[config.mk]
export PLATFORM = sky130hd
export DESIGN_NAME = mem_ctrl
export DESIGN_NICKNAME = d
export VERILOG_FILES = /design/src/rtl/mem_ctrl.sv
export SDC_FILE = /design/constraint.sdc
export NUM_CORES = 1
export LEC_CHECK = 0
export BUFFER_PORTS_ARGS = -buffer_cell sky130_fd_sc_hd__buf_4
export CORE_ASPECT_RATIO = 1.5
export CORE_MARGIN = 5
export CORE_UTILIZATION = 35
export DETAILED_ROUTE_END_ITERATION = 12
export SYNTH_ARGS = -nofsm -noshare
export SYNTH_HDL_FRONTEND = slang
export SYNTH_SLANG_ARGS = --single-unit
[constraint.sdc]
create_clock -name clk_in -period 4.5 [get_ports clk_in]
set_input_delay 0.225 -clock clk_in [delete_from_list [all_inputs] [get_ports clk_in]]
set_output_delay 0.225 -clock clk_in [all_outputs]
set_load 0.01 [all_outputs]
[src/rtl/mem_ctrl.sv]
// Byte-serial memory controller: arbitrates fetch vs load/store, serialises
// accesses onto the 8-bit RAM/IO port and assembles little-endian results.
module mem_ctrl #(
  parameter logic [1:0] IO_HI = 2'b11
) (
  input  logic        clk_in,
  input  logic        rst_in,
  input  logic        rdy_in,
  input  logic        clear_in,
  input  logic        if_req,
  input  logic [31:0] if_addr,
  output logic        if_done,
  output logic [31:0] if_data,
  input  logic        lsb_req,
  input  logic        lsb_wr,
  input  logic [31:0] lsb_addr,
  input  logic [1:0]  lsb_len,
  input  logic [31:0] lsb_wdata,
  output logic        lsb_done,
  output logic [31:0] lsb_rdata,
  input  logic [7:0]  mem_din,
  output logic [7:0]  mem_dout,
  output logic [31:0] mem_a,
  output logic        mem_wr,
  input  logic        io_buffer_full,
  output logic        busy_out
);

  typedef enum logic [1:0] {IDLE, READ, WRITE} state_t;

  state_t      state_q, state_d;
  logic [2:0]  idx_q, idx_d;
  logic [2:0]  n_q, n_d;
  logic [31:0] base_q, base_d;
  logic [31:0] wdata_q, wdata_d;
  logic [31:0] buf_q, buf_d;
  logic        src_lsb_q, src_lsb_d;
  logic        last_lsb_q, last_lsb_d;

  logic        if_done_d, lsb_done_d, mem_wr_d;
  logic [31:0] if_data_d, lsb_rdata_d, mem_a_d;
  logic [7:0]  mem_dout_d;

  // The RAM keeps sampling the frozen address while paused, so the byte that
  // was in flight when rdy_in dropped is saved and used on the first resumed edge.
  logic        run_q;
  logic [7:0]  din_save_q;
  logic [7:0]  byte_in;

  logic        pick_lsb, stall;
  logic [2:0]  len_n, wr_next;
  logic [31:0] asm_word, wshift;

  assign byte_in = run_q ? mem_din : din_save_q;

  always_comb begin
    case (lsb_len)
      2'd0:    len_n = 3'd1;
      2'd1:    len_n = 3'd2;
      default: len_n = 3'd4;
    endcase
  end

  always_comb begin
    state_d     = state_q;
    idx_d       = idx_q;
    n_d         = n_q;
    base_d      = base_q;
    wdata_d     = wdata_q;
    buf_d       = buf_q;
    src_lsb_d   = src_lsb_q;
    last_lsb_d  = last_lsb_q;
    if_done_d   = 1'b0;
    lsb_done_d  = 1'b0;
    if_data_d   = if_data;
    lsb_rdata_d = lsb_rdata;
    mem_a_d     = mem_a;
    mem_dout_d  = mem_dout;
    mem_wr_d    = mem_wr;
    pick_lsb    = lsb_req && (!if_req || !last_lsb_q);
    stall       = (base_q[17:16] == IO_HI) && io_buffer_full;
    asm_word    = buf_q | ({24'b0, byte_in} << {idx_q - 3'd2, 3'b000});
    wr_next     = mem_wr ? idx_q + 3'd1 : idx_q;
    wshift      = wdata_q >> {wr_next, 3'b000};

    case (state_q)
      IDLE: begin
        if (!clear_in && (if_req || lsb_req)) begin
          src_lsb_d  = pick_lsb;
          last_lsb_d = pick_lsb;
          base_d     = pick_lsb ? lsb_addr : if_addr;
          wdata_d    = lsb_wdata;
          buf_d      = '0;
          n_d        = pick_lsb ? len_n : 3'd4;
          mem_a_d    = pick_lsb ? lsb_addr : if_addr;
          mem_dout_d = lsb_wdata[7:0];
          if (pick_lsb && lsb_wr) begin
            state_d  = WRITE;
            idx_d    = 3'd0;
            mem_wr_d = !((lsb_addr[17:16] == IO_HI) && io_buffer_full);
          end else begin
            // In READ, idx counts edges since grant: address k goes out at
            // edge k, byte k is captured at edge k+2.
            state_d  = READ;
            idx_d    = 3'd1;
            mem_wr_d = 1'b0;
          end
        end
      end
      READ: begin
        if (clear_in) begin
          state_d = IDLE;
          idx_d   = 3'd0;
          mem_a_d = '0;
        end else begin
          if (idx_q >= 3'd2) buf_d = asm_word;
          if (idx_q == n_q + 3'd1) begin
            state_d = IDLE;
            idx_d   = 3'd0;
            mem_a_d = '0;
            if (src_lsb_q) begin
              lsb_rdata_d = asm_word;
              lsb_done_d  = 1'b1;
            end else begin
              if_data_d = asm_word;
              if_done_d = 1'b1;
            end
          end else begin
            if (idx_q < n_q) mem_a_d = base_q + {29'b0, idx_q};
            idx_d = idx_q + 3'd1;
          end
        end
      end
      WRITE: begin
        // A byte is retired only on an edge where it was driven with mem_wr=1;
        // a stalled byte is re-driven until it goes out.
        if (mem_wr && (idx_q == n_q - 3'd1)) begin
          state_d    = IDLE;
          idx_d      = 3'd0;
          mem_a_d    = '0;
          mem_wr_d   = 1'b0;
          lsb_done_d = 1'b1;
        end else begin
          idx_d      = wr_next;
          mem_a_d    = base_q + {29'b0, wr_next};
          mem_dout_d = wshift[7:0];
          mem_wr_d   = !stall;
        end
      end
      default: state_d = IDLE;
    endcase
  end

  always_ff @(posedge clk_in) begin
    if (rst_in) begin
      state_q    <= IDLE;
      idx_q      <= '0;
      n_q        <= '0;
      base_q     <= '0;
      wdata_q    <= '0;
      buf_q      <= '0;
      src_lsb_q  <= 1'b0;
      last_lsb_q <= 1'b0;
      if_done    <= 1'b0;
      lsb_done   <= 1'b0;
      if_data    <= '0;
      lsb_rdata  <= '0;
      mem_a      <= '0;
      mem_dout   <= '0;
      mem_wr     <= 1'b0;
      busy_out   <= 1'b0;
      run_q      <= 1'b0;
      din_save_q <= '0;
    end else begin
      run_q <= rdy_in;
      if (run_q) din_save_q <= mem_din;
      if (rdy_in) begin
        state_q    <= state_d;
        idx_q      <= idx_d;
        n_q        <= n_d;
        base_q     <= base_d;
        wdata_q    <= wdata_d;
        buf_q      <= buf_d;
        src_lsb_q  <= src_lsb_d;
        last_lsb_q <= last_lsb_d;
        if_done    <= if_done_d;
        lsb_done   <= lsb_done_d;
        if_data    <= if_data_d;
        lsb_rdata  <= lsb_rdata_d;
        mem_a      <= mem_a_d;
        mem_dout   <= mem_dout_d;
        mem_wr     <= mem_wr_d;
        busy_out   <= (state_d != IDLE);
      end
    end
  end

endmodule

Word-level counts from Yosys, hierarchy flattened
Cells that the tools add are included.
{"block": "classes", "n_addsub": 6, "multipliers": 0, "div": 0, "order_cmp": 2, "eq_ne": 12, "shift": 2, "muxes": 43, "n_bitwise": 3, "reduce_logical": 27}
{"op": "two-way mux 32 bit", "n": 9}
{"op": "one-hot mux 32 bit (3 select lines)", "n": 1}
{"op": "adder 32 x 3 -> 32 bit", "n": 2}
{"op": "one-hot mux 32 bit (2 select lines)", "n": 1}
{"op": "bitwise OR 32 bit", "n": 1}
{"op": "left shift 8 x 6 -> 32 bit", "n": 1}
{"op": ">> shifter 32 x 6 -> 8 bit", "n": 1}
{"op": "two-way mux 8 bit", "n": 3}
{"op": "two-way mux 3 bit", "n": 6}
{"op": "one-hot mux 8 bit (2 select lines)", "n": 1}
{"op": "AND reduction 5 bit", "n": 3}
{"op": "two-way mux 1 bit", "n": 12}
{"op": "two-way mux 2 bit", "n": 5}
{"op": "one-hot mux 3 bit (3 select lines)", "n": 1}
{"op": "AND reduction 3 bit", "n": 3}
{"op": "inequality test 2 bit (second input constant)", "n": 4}
{"op": "AND reduction 4 bit", "n": 2}
{"op": "adder 3 x 1 -> 3 bit (second input constant)", "n": 2}
{"op": "== test 2 bit (second input constant)", "n": 3}
{"op": "== test 3 bit", "n": 2}
{"op": "logical AND 1 bit", "n": 6}
{"op": "one-hot mux 2 bit (3 select lines)", "n": 1}
{"op": "one-hot mux 3 bit (2 select lines)", "n": 1}
{"op": "nonzero test 2 bit", "n": 3}
{"op": "other kinds (12)", "n": 21}
{"block": "word_totals", "register_bits": 222, "latch_bits": 0, "mem_bits_rw": 0, "rom_bits": 0, "input_bits": 114, "out_inout_bits": 108, "elab_cells": 112, "n_memories": 0}

Logic depth before layout (Yosys ltp)
Gate-level depths: netlist of run 1.
{"block": "logic_depth", "word_depth": 8, "depth_mapped": 11, "mapped_depth_nobuf": 10}

Least setup slack after synthesis of run 1
OpenSTA, ideal clock, no wires.
{"block": "synth_path", "path_type": "reg-to-reg", "start": "register idx_q[0]", "end": "register mem_a[16]", "setup_time_ps": 91, "arrival_time_ps": 3166, "t_required_ps": 4409, "setup_slack_ps": 1243, "path_stages_with_launch": 11, "path_cell_list": "dfxtp_1 buf_2 inv_1 ha_1 a21oi_1 fa_1 a21oi_1 nor4_2 a22oi_1 or4_1 a311oi_1"}
{"block": "synth_between", "elab_chain_len": 5, "word_cells_on_any_way": 15, "cone_classes": "3 x add/sub; 1 x order compare; 3 x eq/ne; 6 x mux; 2 x reduce/logical"}
{"item": "from (decl)", "line": "32", "source": "logic [2:0] idx_q, idx_d;"}
{"item": "from (signal assigned)", "line": "179", "source": "idx_q <= idx_d;"}
{"item": "adder 3 x 1 -> 3 bit or adder 32 x 3 -> 32 bit (tied branches)", "line": "83, 129"}
{"item": "two-way mux 3 bit or two-way mux 32 bit (tied branches)", "line": "83, 129"}
{"item": "adder 32 x 3 -> 32 bit or two-way mux 32 bit (tied branches)", "line": "145, 117"}
{"item": "two-way mux 32 bit, on equally long branches", "line": "137, 111"}
{"item": "one-hot mux 32 bit (3 select lines)", "line": "86", "source": "case (state_q)"}
{"item": "to (signal assigned)", "line": "190", "source": "mem_a <= mem_a_d;"}
{"item": "to (decl)", "line": "23", "source": "output logic [31:0] mem_a,"}
Parallel ways exist; a longest one is shown, timed or not. The select of a mux whose other input is x is not followed.
A chain may end at the register's enable or synchronous reset.

Final worst setup path of run 1
{"block": "layout_path", "start": "register idx_q[0]", "end": "register mem_a[8]"}
Same word-level chain as after synthesis.

==> metrics.md, run 1 <==
| Metric | Value |
|---|---|
| Status | finished, final reports clean |
| Final nets | 1563 |
| Critical path endpoint category | flop |
| Top post-synthesis cells by count | 222 x dfxtp_1, 184 x nor2_1, 135 x a21oi_1 |
| Crit path DAT | 3.90 ns |
| Worst setup margin | 0.999 ns |
| Vias | 9860 |
| Post-synth top area cell | dfxtp_1 |
| Synthesized instance count | 1228 |
| Pre-CTS setup slack | 1.07 ns |
| Critical path cell sequence | inv_1, ha_1, a21oi_1, buf_4, fa_1, a21oi_1, nand2b_1, o22a_1, nor3_1, a211o_1, a32o_1 |
| RSZ-0062 raised after global routing | false |
| Starting density of the core | 35.5% |
| Maximum vdd drop | 0.239 mV |
| Crit path from | idx_q[0]$_SDFFE_PP0P_ |
| Slowest CP cell | dfxtp_1 |
| Register area | 4440 sq um |
| TritonCTS Buffers | 23 |
| Fin crit period | 3.50 ns |
| Multi-input logic area | 5560 sq um |
| Worst-path clk slew | 0.06 ns |
| Slew HR | 19.4% |
| First drt pass iteration count | 5 |
| R2R Path Start | idx_q[0]$_SDFFE_PP0P_ |
| Worst Max-Slew Pin Slew | 1.20 ns |
| Syn Area/Cell | 8.51 sq um |
| Largest cells by area after synthesis | dfxtp_1 43%, a211oi_1 7.8%, nor2_1 6.6%, a21oi_1 6.5%, nand2_1 4.6% |
| # fillers | 2968 |
| Top_reg_cell synth | dfxtp_1 |
| Netlist Area Pre-Place | 10500 sq um |
| Chip Height | 222 um |
| Vias per inst | 5.36 |
| R2R depth | 11 |
| R2R Setup Slk | 1.0 ns |
| Clk buf depth | 3 |
| Post-Layout Cell Count | 1840 |
| Worst setup SP type | flop |
| R2R Path End | mem_a[8]$_SDFFE_PP0P_ |
| Worst path max stage delay | 0.56 ns |
| Fmax | 0.286 GHz |
| Largest net degree at the start of global routing | 117 |
| Crit path kind | reg -> reg |
| Port Buffer Count | 221 |
| Yosys Warn Count | 0 |
| Syn Nets | 1362 |
| Area growth syn-to-layout | 29.1% |
| Top-count cell post-synth | dfxtp_1 |
| Die Wd | 151 um |
| Total power divided by cell area | 353 nW/um^2 |
| Number of synthesized register bits | 222 |
| TritonCTS clock tree | yes |
| PostCTS Resize Cnt | 0 |
| TNS Setup | 0 ns |
| Final core occ | 45.8% |
| Crit path depth | 11 |
| Dpl hpwl | 24.8 mm |
| Post-route clock period utilization | 77.8% |
| Grt ovf | 0 |
| CTS root buf | clkbuf_16 |
| Largest delay share family, worst path | compound AO/OA/AOI/OAI gates |
| Final Setup Violations | 0 |
| DR WL/cell | 18.7 um |
| Critical Path RT | 4.90 ns |
| Clk sinks | 222 |
| Pleak | 5.17 nW |
| Die footprint | 33500 sq um |
| First-pass GRT wire length | 52.8 mm |
| Total core area | 29500 sq um |
| Violation count after the first detailed-route iteration | 559 |
| Worst-path fanout max | 11 |
| HP Class | in -> reg |
| Synth top area share | 42.5% |
| Max-Cap Viols | 0 |
| Number of synthesized flops with an enable pin | 0 |
| Critical path buffers and inverters | 2 |
| Clock latency on the worst-skew pair | 0.52 ns |
| Seq/Total Area, Yosys | 42.5% |
| Layout cells sized above 1 | 21.9% |
| Drt total wl | 34.5 mm |
| Initial antenna violation count | 2 |
| GR Util All Layers | 19.7% |
| H-tree depth | 1 |
| Number of global-route vias before repair | 9436 |
| IO Pins | 222 |
| Final Hold Fails | 0 |
| RD Place Congestion | 0.935 |
| CP endpoint | mem_a[8]$_SDFFE_PP0P_ |
| Post-CTS Setup Bufs | 0 |
| Post-synth cell types | 77 |
| Final ANT Viol Nets | 0 |
| DRC Markers | 0 |
| Site Rows | 77 |
| Worst Clk Skew | 0.0152 ns |
| Inst Count DP | 1771 |
| Most used cell, CP | a21oi_1 |
| Slew Viols, Final | 0 |
| Async set-reset flop share out of synthesis | 0% |
worst min-delay path by stage:
stage / start / to / depth (start not counted)
global route: lsb_wdata[20] / wdata_q[20]$_SDFFE_PP0P_ / 3
CTS: lsb_len[1] / n_q[1]$_SDFFE_PP0P_ / 4
detailed placement: wdata_q[28]$_SDFFE_PP0P_ / wdata_q[28]$_SDFFE_PP0P_ / 2
finish: lsb_wdata[12] / wdata_q[12]$_SDFFE_PP0P_ / 3
floorplan: lsb_wdata[0] / wdata_q[0]$_SDFFE_PP0P_ / 2
global placement: wdata_q[12]$_SDFFE_PP0P_ / wdata_q[12]$_SDFFE_PP0P_ / 2
stage by stage:
stage	cell area, sq um	hold slack [ns]	total power, mW
4_1_cts	13500	0.00296	4.83
5_1_grt	13500	0.0118	4.97
3_5_place_dp	12400	0.446	2.73
6_report	13500	0.0222	4.76
2_1_floorplan	10500	0.361	2.47
3_3_place_gp	12400	0.440	2.72
timing repair:
action	4_1_cts	5_1_grt
hold buffers	28	0
setup endpoints to repair	0	0
endpoints found under the hold margin	28	0
layout by cell type (no fill, tap or decap), types with 4 or more instances in the layout:
cell type	n
a21oi_1	135
or3_1	4
dfxtp_1	222
nand2b_1	5
a21o_1	5
a311oi_1	6
mux2_2	12
mux4_2	8
o21bai_1	4
nand4_1	9
nor3_1	18
a221oi_1	11
o21ai_0	13
a31oi_1	10
o21a_1	4
and2_1	6
a22oi_1	12
mux2i_1	31
nand3_1	20
bufinv_16	5
xor2_1	8
dlygate4sd3_1	28
and3_1	9
o41ai_1	6
o211ai_1	11
nor4_1	11
o31ai_1	7
buf_4	240
inv_1	20
clkbuf_8	4
nand3b_1	6
o22ai_1	5
clkbuf_16	23
a211oi_1	109
nor2b_1	12
and4_1	4
ha_1	18
nor2_1	183
xnor2_1	5
nand2_1	128
layer usage:
metal / vias to the layer above / wire [um] / global-route usage, %
met5: - / 0 / 0
met4: 0 / 1410 / 8.55
met3: 83 / 1920 / 2.52
met2: 331 / 17800 / 35.2
met1: 4585 / 13300 / 23.2
li1: 4861 / - / -
sequential cells by signal, summed over array words and instances, names as in the netlist, 8 cells and up:
register and count:
wdata_q 32, base_q 32, buf_q 32, mem_dout 8, if_data 32, mem_a 32, din_save_q 8, lsb_rdata 32
worst reg2reg max path: stages (launching register included):
cell      delay, ns
dfxtp_1        0.56
inv_1          0.18
ha_1           0.34
a21oi_1        0.07
buf_4          0.21
fa_1           0.45
a21oi_1        0.48
nand2b_1       0.25
o22a_1         0.28
nor3_1         0.07
a211o_1        0.27
a32o_1         0.24
cell families after synthesis:
family / after synthesis / synth area share (%)
AOI/OAI and AO/OA: 375 / 24.4
adders and majority gates: 20 / 2.54
DFF: 222 / 42.5
muxes: 51 / 5.99
xor gates and xnor gates: 16 / 1.70
and+or+nand+nor: 430 / 18.3
buffers and inverters: 114 / 4.55
power breakdown:
group | switching (mW) | internal, mW | leakage (nW)
sequential | 0.0743 | 2.04 | 1.80
combinational | 0.325 | 0.270 | 2.98
clock | 0.775 | 1.28 | 0.390
total | 1.17 | 3.59 | 5.17
layout make-up:
type	count	area share, %
inverters	21	0.584
multi-input cells	892	41.2
clock buffers	29	4.73
repair buffers	269	15.5
well taps	395	3.66
clock inverters	9	1.32
flip-flops and latches	222	32.9
diodes	3	0.0556
No activity file was read; power rests on OpenSTA's default activity.
==> run 2: changes to the inputs <==
==> constraint.sdc (replaced) <==
create_clock -name clk_in -period 3.4 [get_ports clk_in]
set_input_delay 0.17 -clock clk_in [delete_from_list [all_inputs] [get_ports clk_in]]
set_output_delay 0.17 -clock clk_in [all_outputs]
set_load 0.01 [all_outputs]
==> metrics.md, run 2 (same netlist as run 1, synthesis figures left out) <==
| Metric | Value |
|---|---|
| Worst-path fanout max | 6 (was 11) |
| Max-Cap Viols | 0 (unchanged) |
| Crit path DAT | 3.47 ns (was 3.90 ns) |
| RSZ-0062 raised after global routing | false (unchanged) |
| Worst Max-Slew Pin Slew | 1.02 ns (was 1.20 ns) |
| Final Hold Fails | 0 (unchanged) |
| Post-route clock period utilization | 91.2% (was 77.8%) |
| Clk sinks | 222 (unchanged) |
| Grt ovf | 0 (unchanged) |
| Critical path endpoint category | flop (unchanged) |
| H-tree depth | 1 (unchanged) |
| Chip Height | 222 um (unchanged) |
| Vias | 10000 (was 9860) |
| Worst-path clk slew | 0.07 ns (was 0.06 ns) |
| Worst setup SP type | flop (unchanged) |
| Post-Layout Cell Count | 1860 (was 1840) |
| Post-CTS Setup Bufs | 0 (unchanged) |
| Slew Viols, Final | 0 (unchanged) |
| Critical Path RT | 3.77 ns (was 4.90 ns) |
| TNS Setup | 0 ns (unchanged) |
| Number of global-route vias before repair | 9798 (was 9436) |
| HP Class | in -> reg (unchanged) |
| RD Place Congestion | 0.909 (was 0.935) |
| Crit path kind | reg -> reg (unchanged) |
| Final ANT Viol Nets | 0 (unchanged) |
| Dpl hpwl | 25.5 mm (was 24.8 mm) |
| DR WL/cell | 18.9 um (was 18.7 um) |
| Clk buf depth | 3 (unchanged) |
| TritonCTS clock tree | yes (unchanged) |
| Starting density of the core | 35.5% (unchanged) |
| Inst Count DP | 1783 (was 1771) |
| Fin crit period | 3.10 ns (was 3.50 ns) |
| Vias per inst | 5.40 (was 5.36) |
| Drt total wl | 35.2 mm (was 34.5 mm) |
| Die Wd | 151 um (unchanged) |
| Total power divided by cell area | 446 nW/um^2 (was 353 nW/um^2) |
| Status | finished, final reports clean (unchanged) |
| # fillers | 3003 (was 2968) |
| Most common cell after layout, fill and taps aside | buf_4 (unchanged) |
| CTS root buf | clkbuf_16 (unchanged) |
| DRC Markers | 0 (unchanged) |
| Area growth syn-to-layout | 30.2% (was 29.1%) |
| Pleak | 5.23 nW (was 5.17 nW) |
| Fmax | 0.322 GHz (was 0.286 GHz) |
| IO Pins | 222 (unchanged) |
| Initial antenna violation count | 4 (was 2) |
| Die footprint | 33500 sq um (unchanged) |
| TritonCTS Buffers | 22 (was 23) |
| First-pass GRT wire length | 54.5 mm (was 52.8 mm) |
| Clock latency on the worst-skew pair | 0.52 ns (about the same) |
| First drt pass iteration count | 5 (unchanged) |
| Slew HR | 31.6% (was 19.4%) |
| Site Rows | 77 (unchanged) |
| Final Setup Violations | 0 (unchanged) |
| Violation count after the first detailed-route iteration | 465 (was 559) |
| Final nets | 1582 (was 1563) |
| Maximum vdd drop | 0.264 mV (was 0.239 mV) |
| Total core area | 29500 sq um (unchanged) |
| Most frequent cells in the layout | 249 x buf_4, 222 x dfxtp_1, 183 x nor2_1 (was 240 x buf_4, 222 x dfxtp_1, 183 x nor2_1) |
| Layout cells sized above 1 | 22.2% (was 21.9%) |
| Largest net degree at the start of global routing | 105 (was 117) |
| Worst Clk Skew | 0.0125 ns (was 0.0152 ns) |
| Port Buffer Count | 221 (unchanged) |
| GR Util All Layers | 20.2% (was 19.7%) |
## run 2: worst max-delay path: stages, from the launching register on
cell and delay (ns):
dfxtp_1 0.37, buf_4 0.18, ha_1 0.19, nand2_1 0.08, xnor2_1 0.24, ha_1 0.32
a21oi_1 0.44, nor4_2 0.06, buf_4 0.17, a22oi_1 0.40, mux2i_1 0.15, a211oi_1 0.25
nor3_1 0.07
## run 2: area by class of cell
cell class	count	area [sq um]	area share (%)
multi-input combinational	892	5570	40.9
tap	395	494	3.63
timing repair buffer	289	2300	16.9
clock buffer	31	626	4.60
antenna	4	10.0	0.0736
inverter	21	78.8	0.579
sequential	222	4440	32.7
clock inverter	6	83.8	0.616
## run 2: power breakdown
group / switching (mW) / internal, mW
sequential: 0.0964 / 2.69
combinational: 0.442 / 0.368
clock: 1.04 / 1.43
total: 1.58 / 4.50
## run 2: final timing paths
kind | startpoint | endpoint | slack, ns | depth (start not counted)
max | idx_q[0]$_SDFFE_PP0P_ | mem_a[12]$_SDFFE_PP0P_ | 0.30 | 12
min | lsb_len[1] | n_q[2]$_SDFFE_PP0P_ | 0.04 | 3
max reg2reg | idx_q[0]$_SDFFE_PP0P_ | mem_a[12]$_SDFFE_PP0P_ | 0.30 | 12
min reg2reg | wdata_q[10]$_SDFFE_PP0P_ | wdata_q[10]$_SDFFE_PP0P_ | 0.45 | 2
## run 2: stage by stage
| step | cell area, sq um | power (mW) | utilization, % | setup WS (ns) | hold WS, ns |
|---|---|---|---|---|---|
| 2_1_floorplan | 10500 | 3.27 | - | 0.143 | 0.306 |
| 3_3_place_gp | 12500 | 3.62 | 42.5 | 0.419 | 0.419 |
| 3_5_place_dp | 12500 | 3.62 | 42.5 | 0.192 | 0.429 |
| 4_1_cts | 13600 | 6.14 | 46.1 | 0.156 | 0.0178 |
| 5_1_grt | 13600 | 6.32 | 46.2 | 0.0481 | 0.0570 |
| 6_report | 13600 | 6.07 | 46.2 | 0.298 | 0.0364 |
## run 2: repair_timing
action / in CTS / in global routing
resized for setup: 0 / 1
hold buffers: 36 / 0
endpoints found under the setup margin: 0 / 1
hold endpoints to repair: 36 / 0
## run 2: metal layers
layer  GRT usage (%)  routed length (um)
met3            2.64                1840
met5               0                   0
met2            36.4               18100
met4            9.48                1680
met1            23.4               13700
==> run 3: changes to the inputs <==
--- a/config.mk
+++ b/config.mk
@@ -7,9 +7,10 @@
 export LEC_CHECK = 0
 export BUFFER_PORTS_ARGS = -buffer_cell sky130_fd_sc_hd__buf_4
 export CORE_ASPECT_RATIO = 1.5
-export CORE_MARGIN = 5
+export CORE_MARGIN = 8
 export CORE_UTILIZATION = 35
 export DETAILED_ROUTE_END_ITERATION = 12
+export GPL_TIMING_DRIVEN = 0
 export SYNTH_ARGS = -nofsm -noshare
 export SYNTH_HDL_FRONTEND = slang
 export SYNTH_SLANG_ARGS = --single-unit
==> metrics.md, run 3 (same netlist as run 1, synthesis figures left out) <==
| Metric | Value |
|---|---|
| Status | finished, final reports clean (unchanged) |
| First drt pass iteration count | 5 (unchanged) |
| R2R Path Start | idx_q[0]$_SDFFE_PP0P_ (unchanged) |
| Dpl hpwl | 32.7 mm (was 25.5 mm) |
| TritonCTS Buffers | 23 (was 22) |
| Min-delay src | lsb_len[1] (unchanged) |
| Fin crit period | 3.32 ns (was 3.10 ns) |
| Critical Path RT | 3.78 ns (was 3.77 ns) |
| Hold slack | 0.0292 ns (was 0.0364 ns) |
| Final nets | 1648 (was 1582) |
| Worst-path clk slew | 0.06 ns (was 0.07 ns) |
| Most common cell after layout, fill and taps aside | buf_4 (unchanged) |
| HP Class | in -> reg (unchanged) |
| Slew Viols, Final | 0 (unchanged) |
| Multi-input logic area | 5600 sq um (was 5570 sq um) |
| Final core occ | 46.8% (was 46.2%) |
| Comb pwr share | 14.6% (was 13.3%) |
| Worst Hold Path EP | n_q[2]$_SDFFE_PP0P_ (unchanged) |
| # fillers | 2993 (was 3003) |
| Drt total wl | 42.7 mm (was 35.2 mm) |
| GR Util All Layers | 23.3% (was 20.2%) |
| Sequential power share | 45.4% (was 46.0%) |
| Worst setup SP type | flop (unchanged) |
| Largest net degree at the start of global routing | 15 (was 105) |
| R2R Setup Slk | 0.08 ns (was 0.30 ns) |
| Design area | 13800 sq um (was 13600 sq um) |
| Crit path kind | reg -> reg (unchanged) |
| Most frequent cells in the layout | 227 x buf_4, 222 x dfxtp_1, 184 x nor2_1 (was 249 x buf_4, 222 x dfxtp_1, 183 x nor2_1) |
| Worst Max-Slew Pin Slew | 1.13 ns (was 1.02 ns) |
| Total core area | 29500 sq um (unchanged) |
| R2R depth | 11 (was 12) |
| Worst Clk Skew | 0.0112 ns (was 0.0125 ns) |
| Met2 Usage GRT | 43.4% (was 36.4%) |
| Area of placed instances | 12600 sq um (was 12500 sq um) |
| Pint | 4.44 mW (was 4.50 mW) |
| Post-route clock period utilization | 97.7% (was 91.2%) |
| Starting density of the core | 35.5% (unchanged) |
| Worst-path fanout max | 7 (was 6) |
| Final Hold Fails | 0 (unchanged) |
| Met3 Track Usage GR | 3.58% (was 2.64%) |
| Power Total | 6.11 mW (was 6.07 mW) |
| Violation count after the first detailed-route iteration | 686 (was 465) |
| Final ANT Viol Nets | 0 (unchanged) |
| Sw Pwr | 1.68 mW (was 1.58 mW) |
| Area growth syn-to-layout | 31.9% (was 30.2%) |
| TNS Setup | 0 ns (unchanged) |
| DRC Markers | 0 (unchanged) |
| Pre-CTS setup slack | -1.13 ns (was 0.192 ns) |
| Layout cells sized above 1 | 21.8% (was 22.2%) |
| RD Place Congestion | 0.958 (was 0.909) |
| Clk buf depth | 3 (unchanged) |
| First-pass GRT wire length | 64.1 mm (was 54.5 mm) |
| R2R Path End | mem_a[5]$_SDFFE_PP0P_ (was mem_a[12]$_SDFFE_PP0P_) |
| RSZ-0062 raised after global routing | false (unchanged) |
| Hold path depth | 3 (unchanged) |
| Sw frac | 27.4% (was 25.9%) |
| H-tree depth | 1 (unchanged) |
| Pleak | 5.32 nW (was 5.23 nW) |
| IO Pins | 222 (unchanged) |
| Maximum vdd drop | 0.268 mV (was 0.264 mV) |
| Clk sinks | 222 (unchanged) |
| Worst setup margin | 0.0776 ns (was 0.298 ns) |
| Die footprint | 35800 sq um (was 33500 sq um) |
| Clk pwr share | 40.0% (was 40.7%) |
| Chip Height | 228 um (was 222 um) |
| Crit path DAT | 3.71 ns (was 3.47 ns) |
| Post-Layout Cell Count | 1925 (was 1860) |
| Site Rows | 77 (unchanged) |
| Fmax | 0.301 GHz (was 0.322 GHz) |
| Met1 Use GR | 24.9% (was 23.4%) |
| Inst Count DP | 1843 (was 1783) |
| Vias | 10600 (was 10000) |
| CTS root buf | clkbuf_16 (unchanged) |
| Critical path endpoint category | flop (unchanged) |
| Die Wd | 157 um (was 151 um) |
| Grt ovf | 0 (unchanged) |
| DR WL/cell | 22.2 um (was 18.9 um) |
| Clock latency on the worst-skew pair | 0.52 ns (about the same) |
| Max-Cap Viols | 0 (unchanged) |
| TritonCTS clock tree | yes (unchanged) |
| Port Buffer Count | 220 (was 221) |
| GR peak layer | met2 (unchanged) |
| Number of global-route vias before repair | 10800 (was 9798) |
| Total power divided by cell area | 444 nW/um^2 (was 446 nW/um^2) |
| Slew HR | 24.2% (was 31.6%) |
| Register area | 4440 sq um (unchanged) |
| Initial antenna violation count | 0 (was 4) |
| Final Setup Violations | 0 (unchanged) |
| Vias per inst | 5.49 (was 5.40) |
## run 3: changes by cell type in the layout (fill, tap and decap cells not counted), moves of 3 or more
| cell | before | now |
|---|---|---|
| buf_1 | 0 | 10 |
| buf_4 | 249 | 227 |
| diode_2 | 4 | 1 |
| buf_2 | 0 | 22 |
| clkbuf_2 | 0 | 4 |
| a21oi_1 | 135 | 132 |
| clkbuf_1 | 6 | 58 |
| buf_12 | 3 | 0 |
## run 3: worst max-delay path, cell delays in order (launching register included)
cell and delay (ns):
dfxtp_1 0.38, clkbuf_4 0.25, inv_1 0.14, ha_1 0.37, a21oi_4 0.19, ha_1 0.25
a21o_1 0.19, a21o_1 0.30, a22oi_2 0.44, o21bai_1 0.11, a311oi_1 0.45, nor3_1 0.09
## run 3: layer usage
metal  up-vias  share of wire (%)  wire length [um]
li1       5033                  -                 -
met1      4965                 37             16000
met2       442                 51             21800
met3       121                5.7              2410
met4         0                5.7              2430
met5         -                  0                 0
## run 3: area by class of cell
type                       instances  share of cell area (%)
antenna                            1                  0.0182
timing repair buffer             261                    14.9
inverter                          21                   0.572
buffer                            93                    2.90
clock inverter                    10                   0.645
multi-input combinational        892                    40.6
sequential                       222                    32.2
tap                              395                    3.59
clock buffer                      30                    4.51
## run 3: worst max path at each step
stage	start	end
CTS	idx_q[0]$_SDFFE_PP0P_	mem_a[12]$_SDFFE_PP0P_
global placement	idx_q[0]$_SDFFE_PP0P_	mem_a[16]$_SDFFE_PP0P_
finish	idx_q[0]$_SDFFE_PP0P_	mem_a[5]$_SDFFE_PP0P_
global route	idx_q[0]$_SDFFE_PP0P_	mem_a[3]$_SDFFE_PP0P_
floorplan	idx_q[0]$_SDFFE_PP0P_	mem_a[16]$_SDFFE_PP0P_
detailed placement	idx_q[0]$_SDFFE_PP0P_	mem_a[16]$_SDFFE_PP0P_
## run 3: power by group through the flow
stage	registers, mW	logic, mW	clock network (mW)
floorplan	2.83	0.443	0
global placement	2.83	0.841	0
detailed placement	2.83	0.845	0
CTS	2.78	0.888	2.48
global route	2.79	0.962	2.60
finish	2.78	0.893	2.44
## run 3: repair_timing
action                                  CTS  global route
setup buffers                             1             4
endpoints found under the hold margin    36             0
hold buffers                             36             0
gates cloned                              0             0
endpoints found under the setup margin   29            23
pin swaps                                 1             2
resized for setup                         9             6
